===== config.mk =====
export PLATFORM = sky130hd
export DESIGN_NAME = irq_latch_ctrl
export DESIGN_NICKNAME = d
export VERILOG_FILES = /design/src/rtl/irq_latch_ctrl.sv
export SDC_FILE = /design/constraint.sdc
export NUM_CORES = 1
export LEC_CHECK = 0
export BUFFER_PORTS_ARGS = -buffer_cell sky130_fd_sc_hd__buf_4
export CAP_MARGIN = 20
export CORE_MARGIN = 2
export CORE_UTILIZATION = 30
export CTS_CLUSTER_SIZE = 25
export DETAILED_ROUTE_END_ITERATION = 16
export GPL_TIMING_DRIVEN = 0
export REMOVE_ABC_BUFFERS = 1
export SYNTH_ARGS = -nofsm -noshare
export SYNTH_HDL_FRONTEND = slang
export SYNTH_SLANG_ARGS = --single-unit

===== constraint.sdc =====
create_clock -name clk_sys -period 1.5 [get_ports clk_sys]
set_input_delay 0.45 -clock clk_sys [delete_from_list [all_inputs] [get_ports clk_sys]]
set_output_delay 0.45 -clock clk_sys [all_outputs]
set_load 0.01 [all_outputs]

===== src/rtl/irq_latch_ctrl.sv =====
`default_nettype none
// ==========================================================================
// irq_latch_ctrl : memory-mapped interrupt latch / acknowledge controller
// Option IRQ_CTRL_AUTOACK_EN: a VECTOR read acks the reported channel
// Revision: 1.0
// ==========================================================================
module irq_latch_ctrl #(
   parameter int         N_SRC    = 4,
   parameter int         NMI_CH   = 0,
   parameter logic [7:0] MASK_RST = 8'hFF,
   parameter logic [7:0] MODE_RST = 8'h00
) (
   input  logic             clk_sys,
   input  logic             reset_n,
   input  logic             ce,
   input  logic [N_SRC-1:0] src,
   input  logic             cs,
   input  logic             we,
   input  logic [2:0]       addr,
   input  logic [7:0]       din,
   output logic [7:0]       dout,
   output logic             irq,
   output logic             nmi,
   output logic [N_SRC-1:0] pending
);

   localparam logic [2:0] A_STATUS = 3'd0;
   localparam logic [2:0] A_MASK   = 3'd1;
   localparam logic [2:0] A_ACK    = 3'd2;
   localparam logic [2:0] A_MODE   = 3'd3;
   localparam logic [2:0] A_VECTOR = 3'd4;
   localparam logic [7:0] VALID    = 8'((16'd1 << N_SRC) - 16'd1);

   logic [N_SRC-1:0] pending_q, pending_d;
   logic [N_SRC-1:0] src_q, src_d;
   logic [7:0]       mask_q, mask_d;
   logic [7:0]       mode_q, mode_d;
   logic [7:0]       dout_q, dout_d;

   logic             wr_en, rd_en;
   logic [N_SRC-1:0] en_pend, nmi_bit, ack_clr, set_edge, set_lvl;
   logic             vec_any, vec_found;
   logic [2:0]       vec_idx;
   logic [7:0]       rd_data;

   always_comb begin
      wr_en   = ce & cs & we;
      rd_en   = ce & cs & ~we;
      nmi_bit = '0;
      nmi_bit[NMI_CH] = 1'b1;
      en_pend = pending_q & mask_q[N_SRC-1:0];
      vec_any = |en_pend;

      // Descending scan so the lowest-numbered channel wins
      vec_found = 1'b0;
      vec_idx   = 3'd0;
      for (int i = N_SRC - 1; i >= 0; i--) begin
         if (en_pend[i] && (i != NMI_CH)) begin
            vec_found = 1'b1;
            vec_idx   = 3'(i);
         end
      end

      rd_data = 8'h00;
      case (addr)
         A_STATUS: for (int i = 0; i < N_SRC; i++) rd_data[i] = pending_q[i];
         A_MASK:   rd_data = mask_q;
         A_MODE:   rd_data = mode_q;
         A_VECTOR: begin
            rd_data[7]   = vec_any;
            rd_data[2:0] = vec_idx;
         end
         default:  rd_data = 8'h00;
      endcase

      ack_clr = '0;
      if (wr_en && (addr == A_ACK)) ack_clr = din[N_SRC-1:0];
`ifdef IRQ_CTRL_AUTOACK_EN
      if (rd_en && (addr == A_VECTOR) && vec_found) begin
         for (int i = 0; i < N_SRC; i++)
            if (vec_idx == 3'(i)) ack_clr[i] = 1'b1;
      end
`endif

      // Edge sets always beat a clear; level sets are suppressed by it for one cycle
      set_edge  = src & ~src_q & ~mode_q[N_SRC-1:0];
      set_lvl   = src & mode_q[N_SRC-1:0] & ~ack_clr;
      pending_d = (pending_q & ~ack_clr) | set_edge | set_lvl;
      src_d     = src;

      mask_d = mask_q;
      mode_d = mode_q;
      if (wr_en && (addr == A_MASK)) mask_d = din & VALID;
      if (wr_en && (addr == A_MODE)) mode_d = din & VALID;

      dout_d = dout_q;
      if (ce) dout_d = rd_en ? rd_data : 8'h00;
   end

   always_ff @(posedge clk_sys or negedge reset_n) begin
      if (!reset_n) begin
         pending_q <= '0;
         src_q     <= '1;
         mask_q    <= MASK_RST & VALID;
         mode_q    <= MODE_RST & VALID;
         dout_q    <= 8'h00;
      end else begin
         pending_q <= pending_d;
         src_q     <= src_d;
         mask_q    <= mask_d;
         mode_q    <= mode_d;
         dout_q    <= dout_d;
      end
   end

   assign pending = pending_q;
   assign dout    = dout_q;
   assign nmi     = pending_q[NMI_CH] & mask_q[NMI_CH];
   assign irq     = |(pending_q & mask_q[N_SRC-1:0] & ~nmi_bit);

endmodule
`default_nettype wire


==> results of run 1 <==
[synthesized netlist by cell type, types with 4 or more instances]
library cell,n,area (sq um)
inv_1,6,22.5
nor3b_1,4,30.0
a21oi_1,8,40.0
mux2_2,8,90.1
o21ai_0,4,20.0
mux2i_1,4,40.0
dfrtp_1,13,325
dfstp_2,8,210
nand2_1,5,18.8
[cell type report]
class                   count  area [sq um]  share of cell area, %
clock buffers               4          26.3                   1.88
repair buffers             38           300                   21.4
multi-input cells          64           458                   32.7
well taps                  46          57.6                   4.11
inverters                   6          22.5                   1.61
flip-flops and latches     21           537                   38.3
[worst max-delay path: stages, from the launching register on]
cell     delay, ns
dfrtp_1       0.42
a22oi_2       0.21
nand2_2       0.10
buf_4         0.14
buf_6         0.10
buf_4         0.12
buf_4         0.12
buf_4         0.12
o21ai_2       0.10
o21ai_1       0.07
[flip-flops by register name, summed over array words and instances, names as in the netlist]
register / flops
dout: 5
pending: 4
src_q: 4
mask_q: 4
mode_q: 4
[logic make-up (layout without fill, tap and decap cells)]
family	count (synthesis)	in the layout
buf+inv	11	48
mux	12	12
flops	21	21
compound gates	24	24
simple gates	25	25
other cells	1	3
[stage by stage]
stage	worst slack, ns	TNS, ns	utilization, %	instances
after floorplan	0.168	0	-	91
after global placement	-0.0549	-0.401	37.6	163
after detailed placement	-0.0539	-0.397	37.6	163
after CTS	-0.107	-0.153	41.0	176
after global routing	-0.162	-0.377	42.0	179
final	-0.0878	-0.196	42.0	179
[per-layer routing]
| metal | up-vias | routed length [um] | part of all wire, % | track usage, % |
|---|---|---|---|---|
| li1 | 412 | - | - | - |
| met1 | 420 | 985 | 44 | 14.0 |
| met2 | 25 | 1100 | 49 | 19.8 |
| met3 | 4 | 108 | 4.8 | 2.88 |
| met4 | 0 | 51 | 2.3 | 7.50 |
| met5 | - | 0 | 0 | 0 |
[power breakdown]
group / switching, W / internal, W / leakage [nW]
combinational: 0.000152 / 0.000235 / 0.351
clock: 0.000154 / 0.000103 / 0.0150
sequential: 0.0000439 / 0.000641 / 0.239
total: 0.000350 / 0.000979 / 0.606
[how the worst max path moves through the flow]
stage / start / end / slack (ns) / depth (start not counted)
6_report: pending[3] / dout[7] / -0.09 / 9
5_1_grt: mask_q[2] / irq / -0.16 / 3
4_1_cts: pending[3] / irq / -0.11 / 3
3_5_place_dp: addr[2] / mode_q[0] / -0.05 / 4
3_3_place_gp: addr[2] / mode_q[0] / -0.05 / 4
2_1_floorplan: addr[2] / mask_q[0] / 0.17 / 4
[timing repair]
| item | CTS | global route |
|---|---|---|
| gates cloned | 0 | 0 |
| pin swaps | 2 | 3 |
| setup buffers | 9 | 3 |
| endpoints found under the setup margin | 2 | 4 |
| gates resized for setup | 8 | 3 |
==> metrics.cfg, run 1 <==
[logic_synthesis]
synth.area.mux_share_pct = 12.5
synth-compound-area-share_pct = 14.7
synth_top_family_by_area = compound AO/OA/AOI/OAI gates
ys_ff_latch = 21
async_flop_share_pct = 100
syn_avg_cell_area_sq_um = 11.1
synth_cells = 94
ys_types = 30
synth_edf_count = 0
syn_area_sq_mm = 0.00104
synthAdderAreaFrac_pct = 0
synth_warnings = 0
yosys.area_share.simple_pct = 14.4
ys_seq_area_share_pct = 51.5
synth_ff_type = dfrtp_1
synthXorXnorAreaFrac_pct = 0

[detailed_routing]
wire_per_inst_um = 12.5
ant_nets = 0
firstDrtPassIters = 4
drt-initial-drc-count = 59
wl_um = 2240
viasPerCell = 4.81
drc = 0
num_vias = 861

[pwr]
power_density_mw_per_mm2 = 949
ir_drop_v = 0.000215
power_w = 0.00133
power_leakage_nw = 0.606

[critical_path]
r2r_slack_ns = -0.09
crit_arrival_ns = 1.78
cp_max_fo = 2
cp-start-kind = flip-flop
cp-end-kind = flip-flop
path_class = reg -> reg
r2r_start = pending[3]
required_ns = 1.69
rr_worst_depth = 9
timing.rr.end = dout[7]

[clock_network]
cts_buffers = 3
clk_latency_ns = 0.29
cts_tree = yes
cts_hold_buf = 0
clock-sinks = 21
root_buffer = clkbuf_4
h-tree-depth = 1
cts_buffer_depth = 2
clk_pin_slew_ns = 0.11

[timing]
hold_viol = 0
rsz0062_at_grt = yes
finalMaxSlewViolations = 0
setup_violations = 3
skew_ns = 0.00334
setup_slack_ns = -0.0878
fin_crit_sh_pct = 106
timing.hold.ws_ns = 0.0150
min_period_ns = 1.59
max_freq_mhz = 630

[placement]
gp_congestion = 0.774
io_buffers = 26
dp_hpwl_um = 1590
dpl_cell_area_sq_mm = 0.00125

[layout]
fillCellCount = 341
drive_gt1_share_pct = 48.9
finalInstanceArea_sq_mm = 0.00140
syn2layout_area_growth_pct = 34.8
diodes = 0
layout_common_cells = 34 x buf_4, 12 x dfrtp_1, 8 x a21oi_1, 8 x mux2_2, 8 x dfstp_2
nets = 154
final_common_cell = buf_4

[outcome]
violations = negative setup slack
status = finished, violations left

[die]
io_pins = 34
rows = 21
start_util_pct = 31.2
die_w_um = 62.9
coreArea_sq_mm = 0.00334
die_y_um = 62.9
die-area_sq_mm = 0.00395

[global_route]
grt_overflow = 0
grt_usage_pct = 12.1
grt_max_degree = 22
grt_pass1_wl_um = 3720
grt_pass1_vias = 839
antenna_found_initial = 0

[min_path]
hp-class = in -> async

[run]
timing.max_cap.violations = 0

Power figures use the tool's default switching activity.
==> run 2, diff against run 1 <==
--- a/config.mk
+++ b/config.mk
@@ -12,6 +12,7 @@
 export CTS_CLUSTER_SIZE = 25
 export DETAILED_ROUTE_END_ITERATION = 16
 export GPL_TIMING_DRIVEN = 0
+export RECOVER_POWER = 100
 export REMOVE_ABC_BUFFERS = 1
 export SYNTH_ARGS = -nofsm -noshare
 export SYNTH_HDL_FRONTEND = slang
==> run 2 against run 1 <==
The run still ends with negative setup slack left. Hold slack better by 0.23 ns. Non-clock buffer count stayed put. Utilization decreased by 1.9 points. Clock-buffer cell count unchanged.
==> metrics.cfg, run 2 (synthesized netlist as in run 1, its figures left out) <==
[critical_path]
cp_num_buf_inv = 1
required_ns = 1.05
rr_worst_depth = 9
cp_max_fo = 2
r2r_slack_ns = -0.09
crit_arrival_ns = 1.14
slowest_stage = dfrtp_1
critPathMaxStageDelay_ns = 0.42
crit_chain = a22oi_2, nand2_2, buf_6
path_class = reg -> out
cp-end-kind = output port
critical_path_cell_count = 3
cp_top_family = flip-flops
cp-start-kind = flip-flop

[layout]
nets = 154
multi_input_area_sq_um = 449
diodes = 0
post-route-util_pct = 40.0
fillCellCount = 355
layout_common_cells = 20 x buf_4, 15 x clkbuf_1, 12 x dfrtp_1
drive_gt1_share_pct = 36.8
final_common_cell = buf_4
largest_reg_flops = 5
ff_latch_area_sq_um = 537
finalInstanceArea_sq_mm = 0.00134
syn2layout_area_growth_pct = 28.5

[die]
die-area_sq_mm = 0.00395
die_w_um = 62.9
die_y_um = 62.9
io_pins = 34
coreArea_sq_mm = 0.00334
rows = 21
start_util_pct = 31.2

[timing]
setup_slack_ns = -0.0920
min_period_ns = 1.59
skew_ns = 0.00336
fin_crit_sh_pct = 106
hold_viol = 0
max_slew_margin_pct = 28.2
worstMarginPinSlew_ns = 1.08
setup_violations = 3
finalMaxSlewViolations = 0
max_freq_mhz = 628
rsz0062_at_grt = yes

[clock_network]
clock-sinks = 21
cts_tree = yes
clk_pin_slew_ns = 0.10
cts_buffer_depth = 2
cts_hold_buf = 0
root_buffer = clkbuf_4
cts_buffers = 3
clk_latency_ns = 0.29
h-tree-depth = 1

[detailed_routing]
firstDrtPassIters = 4
viasPerCell = 4.84
wl_um = 2250
num_vias = 866
drt-initial-drc-count = 56
drc = 0
ant_nets = 0
wire_per_inst_um = 12.6

[placement]
post-place-ws_ns = -0.0539
gp_congestion = 0.774
io_buffers = 26
dpl_cell_area_sq_mm = 0.00125
dp_hpwl_um = 1590

[pwr]
pwr-share-clk_pct = 19.6
swShare_pct = 26.6
power.internal_w = 0.000967
seqPwrFrac_pct = 52.0
power.switching_w = 0.000350
power_w = 0.00132
power_leakage_nw = 0.550
pwr-share-comb_pct = 28.4
power_density_mw_per_mm2 = 985
ir_drop_v = 0.000214

[global_route]
grt_overflow = 0
grtUsageMet1_pct = 14.0
grtUsageMet3_pct = 2.88
grt_pass1_wl_um = 3720
use_met2_pct = 19.8
grt_busiest_layer = met2
grt_usage_pct = 12.1
grt_pass1_vias = 839
grt_max_degree = 22
antenna_found_initial = 0

[min_path]
hp-class = in -> reg
whs_path_depth = 1

[run]
timing.max_cap.violations = 0

[outcome]
status = finished, violations left
violations = negative setup slack

run 2: cell count changes in the layout (fill, tap and decap cells not counted):
cell,change
and2_0,+1
and2_2,-1
buf_4,-14
buf_6,-1
clkbuf_1,+14
clkbuf_4,+1
nor2_1,+1
nor2_4,-1
run 2: metal layers:
metal / vias to the layer above / wire length [um]
li1: 414 / -
met1: 423 / 1020
met2: 25 / 1090
met3: 4 / 95
met4: 0 / 51
met5: - / 0
run 2: worst paths after layout:
kind	start	to
setup / recovery	pending[3]	irq
hold / removal	src[1]	src_q[1]
setup reg to reg	pending[3]	dout[7]
hold reg to reg	dout[7]	dout[7]
max in group asynchronous	reset_n	pending[2]
min in group asynchronous	reset_n	dout[1]
run 2: power by group through the flow:
stage / registers [W] / clock network [W] / logic, W
finish: 0.000684 / 0.000258 / 0.000374
global route: 0.000695 / 0.000308 / 0.000404
CTS: 0.000685 / 0.000279 / 0.000351
detailed placement: 0.000698 / 0 / 0.000250
global placement: 0.000696 / 0 / 0.000242
floorplan: 0.000689 / 0 / 0.000131
run 2: final cells by class:
cell class	instances	share of cell area, %
sequential	21	40.2
multi-input combinational	64	33.6
timing repair buffer	38	18.3
tap	46	4.31
clock buffer	4	1.97
inverter	6	1.69
run 2: stage by stage:
stage,setup TNS [ns],hold WS (ns),std cells
2_1_floorplan,0,0.154,91
3_3_place_gp,-0.401,0.344,163
3_5_place_dp,-0.397,0.348,163
4_1_cts,-0.153,0.00980,176
5_1_grt,-0.400,0.223,179
6_report,-0.206,0.247,179
run 2: repair_timing:
item	4_1_cts	5_1_grt
endpoints found under the hold margin	0	0
endpoints found under the setup margin	2	4
pin swaps	2	3
setup buffers	9	3
resized for setup	8	3
